File: config.mk
export PLATFORM = sky130hd
export DESIGN_NAME = nubus_host_bridge
export DESIGN_NICKNAME = d
export VERILOG_FILES = /design/src/rtl/nubus_host_bridge.sv
export SDC_FILE = /design/constraint.sdc
export NUM_CORES = 1
export LEC_CHECK = 0
export ABC_AREA = 1
export ABC_CLOCK_PERIOD_IN_PS = 1800
export BUFFER_PORTS_ARGS = -buffer_cell sky130_fd_sc_hd__buf_2
export CAP_MARGIN = 15
export CORE_MARGIN = 2
export CORE_UTILIZATION = 34
export CTS_BUF_LIST = sky130_fd_sc_hd__clkbuf_4 sky130_fd_sc_hd__clkbuf_8 sky130_fd_sc_hd__clkbuf_16
export DETAILED_ROUTE_END_ITERATION = 8
export GPL_TIMING_DRIVEN = 0
export SLEW_MARGIN = 40
export SYNTH_ARGS = -nofsm -noshare
export SYNTH_HDL_FRONTEND = slang
export SYNTH_SLANG_ARGS = --single-unit
File: constraint.sdc
create_clock -name clk -period 1.8 [get_ports clk]
set_input_delay 0.09 -clock clk [delete_from_list [all_inputs] [get_ports clk]]
set_output_delay 0.09 -clock clk [all_outputs]
set_load 0.02 [all_outputs]
File: src/rtl/nubus_host_bridge.sv
// rtl/nubus_host_bridge.sv - CPU-to-NuBus minor slot space initiator with timeout and slot interrupt sync
module nubus_host_bridge #(
  parameter int unsigned TIMEOUT   = 255,
  parameter int unsigned SLOT_BASE = 9
) (
  input  logic        clk,
  input  logic        reset_n,
  input  logic [31:0] cpu_addr,
  input  logic [15:0] cpu_data_in,
  output logic [15:0] cpu_data_out,
  input  logic [1:0]  cpu_uds_lds,
  input  logic        cpu_rw_n,
  input  logic        cpu_as,
  input  logic        cpu_sel,
  output logic        cpu_dtack_n,
  output logic        cpu_berr_n,
  output logic [31:0] nb_addr,
  output logic [15:0] nb_data_out,
  output logic [1:0]  nb_uds_lds,
  output logic        nb_rw_n,
  output logic [5:0]  nb_select,
  input  logic [95:0] nb_data_in,
  input  logic [5:0]  nb_ack_n,
  input  logic [5:0]  nb_nmrq_n,
  output logic [5:0]  slot_irq_status,
  output logic        slot_irq_n
);

  typedef enum logic [2:0] {
    ST_IDLE,
    ST_REQ,
    ST_DONE,
    ST_RECOVER,
    ST_ERR
  } state_t;

  localparam logic [3:0]  LP_BASE     = 4'(SLOT_BASE);
  localparam logic [15:0] LP_TMO_LAST = 16'(TIMEOUT - 1);

  state_t      r_state;
  logic [2:0]  r_slot;
  logic [15:0] r_timer;
  logic [5:0]  r_sync1;
  logic [5:0]  r_sync2;
  logic        r_irq_n;

  logic [3:0]  w_slot4;
  logic        w_hit;
  logic        w_ack_n;
  logic [15:0] w_rdata;

  // Slot index wraps in 4 bits, so slots below SLOT_BASE land far out of range and miss.
  assign w_slot4 = cpu_addr[27:24] - LP_BASE;
  assign w_hit   = (cpu_addr[31:28] == 4'hF) && (w_slot4 < 4'd6);
  assign w_ack_n = nb_ack_n[r_slot];
  assign w_rdata = nb_data_in[{r_slot, 4'b0000} +: 16];

  always_ff @(posedge clk or negedge reset_n) begin
    if (!reset_n) begin
      r_state      <= ST_IDLE;
      r_slot       <= 3'd0;
      r_timer      <= 16'd0;
      cpu_data_out <= 16'd0;
      cpu_dtack_n  <= 1'b1;
      cpu_berr_n   <= 1'b1;
      nb_addr      <= 32'd0;
      nb_data_out  <= 16'd0;
      nb_uds_lds   <= 2'b00;
      nb_rw_n      <= 1'b1;
      nb_select    <= 6'd0;
    end else begin
      case (r_state)
        ST_IDLE: begin
          if (cpu_as && cpu_sel) begin
            if (w_hit) begin
              r_slot      <= w_slot4[2:0];
              r_timer     <= 16'd0;
              nb_addr     <= cpu_addr;
              nb_data_out <= cpu_data_in;
              nb_uds_lds  <= cpu_uds_lds;
              nb_rw_n     <= cpu_rw_n;
              nb_select   <= 6'd1 << w_slot4[2:0];
              r_state     <= ST_REQ;
            end else begin
              cpu_berr_n <= 1'b0;
              r_state    <= ST_ERR;
            end
          end
        end
        ST_REQ: begin
          if (!cpu_as) begin
            nb_select <= 6'd0;
            r_state   <= ST_RECOVER;
          end else if (!w_ack_n) begin
            if (nb_rw_n) begin
              cpu_data_out <= w_rdata;
            end
            nb_select   <= 6'd0;
            cpu_dtack_n <= 1'b0;
            r_state     <= ST_DONE;
          end else if (r_timer == LP_TMO_LAST) begin
            nb_select    <= 6'd0;
            cpu_data_out <= 16'hFFFF;
            cpu_berr_n   <= 1'b0;
            r_state      <= ST_ERR;
          end else begin
            r_timer <= r_timer + 16'd1;
          end
        end
        ST_DONE: begin
          if (!cpu_as) begin
            cpu_dtack_n <= 1'b1;
            r_state     <= ST_RECOVER;
          end
        end
        // The card must release ack before another select is issued.
        ST_RECOVER: begin
          if (w_ack_n) begin
            r_state <= ST_IDLE;
          end
        end
        ST_ERR: begin
          if (!cpu_as) begin
            cpu_berr_n <= 1'b1;
            r_state    <= ST_IDLE;
          end
        end
        default: begin
          nb_select <= 6'd0;
          r_state   <= ST_IDLE;
        end
      endcase
    end
  end

  always_ff @(posedge clk or negedge reset_n) begin
    if (!reset_n) begin
      r_sync1 <= 6'h3F;
      r_sync2 <= 6'h3F;
      r_irq_n <= 1'b1;
    end else begin
      r_sync1 <= nb_nmrq_n;
      r_sync2 <= r_sync1;
      r_irq_n <= &r_sync2;
    end
  end

  assign slot_irq_status = ~r_sync2;
  assign slot_irq_n      = r_irq_n;

endmodule
Yosys cells after proc, flatten, opt, wreduce, memory -nomap -nowiden. Cells that the tools add are included.

Logic and storage cells: 93. Output and inout port bits: 82. Register bits after elaboration: 110. Input bits: 163.

Shift operators: 2. Bitwise gates (word level): 2. Reduce and logical (&&, ||, !) cells: 16. $add $sub $neg: 2. $lt $le $gt $ge: 2. Mux-type cells: 36. Equal/unequal tests: 19.

Operators with widths (count): $mux 16 (8); $shiftx 96x8->16 (1); $pmux 16 s2 (1); $mux 6 (5); $mux 3 (8); $ne 2x2->1 const B (11); $pmux 6 s3 (1); $add 16x1->16 const B (1); $eq 16x8->1 const B (1); $pmux 3 s5 (1); $reduce_and 4->1 (3); $reduce_and 6->1 (2); $mux 1 (9); $reduce_and 7->1 (1); $eq 3x2->1 const B (2); $not 6->6 (1); $reduce_bool 2->1 (3); $shl 1x3->6 const A (1); $reduce_and 5->1 (1); $eq 4x4->1 const B (1); $lt 3x4->1 const B (1); $lt 4x3->1 const B (1); $ne 4x4->1 const B (1); $sub 4x4->4 const B (1); 12 further kinds (13).

Longest topological paths before layout.
Depth after elaboration: 6. Mapped depth: 13. Mapped depth without buffers: 13.

Least setup slack after synthesis. Ideal clock, no wire load.

Path kind: register to register. From: reg r_slot[0]. To: reg cpu_data_out[0]. Required time: 1.683 ns. Cell stages (with the launch flop): 10. Path slack: 0.276 ns. Setup time: 0.117 ns. Arrival time: 1.407 ns. Path buffers: 2. Clock period less this slack: 1.524 ns. Path through: dfrtp_1 > buf_6 > or2_4 > o211ai_4 > nand3_1 > nand2_4 > nand2_4 > buf_6 > nand2_1 > nand2_1.

Longest elaborated chain between the ends: 4. Elaborated cells between the ends (all ways): 8. Classes of those cells: 1 x eq/ne; 1 x shift; 4 x mux; 2 x reduce/logical.

RTL lines: start, declared (RTL line 41) `logic [2:0] r_slot;`; start signal, assigned (RTL line 76) `r_slot <= w_slot4[2:0];`; branches (longest 4 deep; another with $shiftx 96x8->16); end signal, assigned (RTL line 96) `cpu_data_out <= w_rdata;`; end, declared (RTL line 10) `output logic [15:0] cpu_data_out,`.

Parallel ways; which one is timed is not known. The select of a mux whose other input is x is not followed. A chain may end at the register's enable or synchronous reset.

Worst setup path in the final report.
From: reg r_slot[1]. To: reg cpu_data_out[1].

Same word-level chain as after synthesis.

==> flow_summary.toml <==
[run_status]
status = "finished clean"

[clock_tree]
max-clock-path-buffers = 2
clockRootBuffer = "clkbuf_16"
cts_max_level = 3
path_clk_slew_ps = 80
cts_tree = "yes"
numClockSinks = 110
clk_latency_ps = 360
cts_buffers = 9

[yosys]
synth_cell_types = 35
synth-seq-area-share_pct = 45.9
synth_flop_cell = "dfrtp_1"
synth_commonest_cells = "nand2_1 (351), nand3_1 (109), dfrtp_1 (94)"
synth_edf_count = 0
yosysMostFrequentCell = "nand2_1"
yosysTopAreaCell = "dfrtp_1"
syn_nets = 999
netlist_top_cells_area = "dfrtp_1 (39%), nand2_1 (22%), nand3_1 (9.0%)"
synth.avg_cell_area_um2 = 7.29
synth_cells = 829
synth_area_um2 = 6040
ys_seq_elements = 110
synth_top_area_share_pct = 38.9
async_flop_share_pct = 100
ys_warn_count = 0

[layout]
area_delta_synth_final_pct = 40.4
final_nets = 1311
final_cell_area_um2 = 8480
antenna_cells = 0
drive_above_1_share_pct = 30.5
final_util_pct = 48.9
fillers = 1752

[placement]
dp_hpwl_um = 14800
placed_area_um2 = 7580
portBuffers = 244
dp_slack_ps = -177
place_congestion = 0.921

[power]
p_int_w = 0.00511
clockPowerShare_pct = 23.3
p_seq_share_pct = 36.5
p_leak_nw = 4.77
p_per_area_nw_per_um2 = 1010
power.share.switching_pct = 40.3
power.net_switching_w = 0.00345
vdd_drop_max_uv = 540
p_comb_share_pct = 40.2

[die]
core.rowCount = 48
die_y_um = 137
die_area_um2 = 18900
design.portCount = 245
chipWidth_um = 137
core_um2 = 17400
start_util_pct = 34.8

[critical_path]
r2r_cells = 10
end_kind = "flip-flop"
crit_fanout = 10
critical_path_arrival_ps = 1940
worstSetupPathType = "flip-flop to flip-flop"
critPathCapture = "cpu_data_out[1]"
startpoint_type = "flip-flop"
rrSetupSlack_ps = 110
critPathRequiredTime_ps = 2050
r2r-start = "r_slot[1]"
r2r_end = "cpu_data_out[1]"
critPathLaunch = "r_slot[1]"

[timing]
hold_violations = 0
timing.hold.ws_ps = 33.9
worst_pin_slew_ps = 474
fin_crit_ps = 1690
fin_worst_skew_ps = 7.95
rsz0062_at_grt = "true"
fin_crit_sh_pct = 94.0
slew_viol_final = 0
fin_ws_ps = 108
slew_headroom_pct = 68.4
fmax_ghz = 0.591
setup-violations-final = 0

[global_routing]
grt_pass1_wl_um = 32000
antenna_found_initial = 0
grt_pass1_vias = 6323
gr-total-overflow = 0
grt_max_degree = 59
grtUsageTotal_pct = 21.7

[routing]
wl_met2_um = 9020
drtAntennaViolNets = 0
routed_via_density = 4.70
wl_um = 19800
post_drt_wl_per_cell_um = 14.4
firstDrtPassIters = 5
routed-wl-met3_um = 1450
drtIter0Drc = 440
vias = 6437
topRoutingLayerUsed = "met4"
drc = 0
wl_met1_um = 8750

[job]
drv_cap = 0

[worst_hold_path]
holdCritPathClass = "primary input to flip-flop"
sequential cells by signal, indices dropped and copies added (netlist names):
signal / count
nb_addr: 32
cpu_dtack_n: 1
slot_irq_n: 1
cpu_berr_n: 1
nb_data_out: 16
nb_select: 6
cpu_data_out: 16
r_slot: 3
r_sync1: 6
r_timer: 16
r_sync2: 6
r_state: 3
nb_rw_n: 1
nb_uds_lds: 2
routing by layer:
| metal | global-route usage (%) | up-vias |
|---|---|---|
| li1 | - | 3234 |
| met1 | 28.4 | 2935 |
| met2 | 34.6 | 232 |
| met3 | 5.67 | 36 |
| met4 | 7.62 | 0 |
| met5 | 0 | - |
timing repair:
action | CTS | global route
pin swaps | 0 | 2
setup endpoints to repair | 1 | 42
hold buffers | 50 | 0
setup buffers | 0 | 6
endpoints found under the hold margin | 106 | 0
gates resized for setup | 1 | 30
gates cloned | 0 | 0
power groups by stage:
stage / combinational, W / clock, W / sequential, W
6_report: 0.00344 / 0.00199 / 0.00313
2_1_floorplan: 0.00171 / 0 / 0.00355
4_1_cts: 0.00336 / 0.00205 / 0.00312
5_1_grt: 0.00384 / 0.00215 / 0.00318
3_3_place_gp: 0.00323 / 0 / 0.00316
3_5_place_dp: 0.00327 / 0 / 0.00316
worst max-delay path: stages, from the launching register on:
cell and delay [ps]:
dfrtp_1 360, buf_4 170, nor2_4 200, o211ai_4 160
nand2_4 130, nand2_2 70, nand2_4 130, nand2_4 100
buf_6 150, nand2_1 70, nand2_1 50
per-stage QoR:
step	TNS, ps	total power (W)	std cells
5_1_grt	-243	0.00917	1371
3_3_place_gp	-71550	0.00639	1298
2_1_floorplan	0	0.00526	829
4_1_cts	0	0.00853	1365
6_report	0	0.00856	1371
3_5_place_dp	-5690	0.00643	1299
area by class of cell:
class | instances | area (um2) | area share (%)
sequential | 110 | 2780 | 32.7
buffer | 37 | 230 | 2.71
clock inverter | 7 | 71.3 | 0.841
multi-input combinational | 633 | 2910 | 34.3
inverter | 49 | 189 | 2.23
tap | 225 | 282 | 3.32
clock buffer | 9 | 225 | 2.66
timing repair buffer | 301 | 1800 | 21.3
worst min path at each step:
stage / slack [ps] / depth (start not counted) / startpoint / end
after CTS: 40 / 3 / cpu_addr[24] / nb_addr[24]
after global routing: 60 / 3 / cpu_addr[24] / nb_addr[24]
after floorplan: -210 / 0 / reset_n / cpu_data_out[0]
after global placement: 200 / 1 / nb_nmrq_n[2] / r_sync1[2]
after detailed placement: 50 / 1 / reset_n / nb_addr[6]
final: 30 / 3 / cpu_addr[24] / nb_addr[24]
logic make-up (layout without fill, tap and decap cells):
family,Yosys count,count (layout),synth area share [%]
AND/OR/NAND/NOR,576,576,41.2
buffers and inverters,86,403,6.46
adder cells (fa/ha/maj),7,7,1.45
XOR/XNOR,8,8,1.16
AO/OA/AOI/OAI,42,42,3.87
flip-flops,110,110,45.9
cell usage in the layout, fill, tap and decap left out, drive strengths merged, types with 2 or more instances in the layout:
cell         instances
buf                270
clkbuf              27
clkinv               5
dfrtp               94
dfstp               16
dlygate4sd3         50
ha                   7
inv                 50
nand2              361
nand3              112
nand3b               2
nand4                7
nor2                65
nor3                 7
o21ai               37
o21bai               2
or2                 22
xnor2                4
xor2                 4
Power figures use the tool's default switching activity.
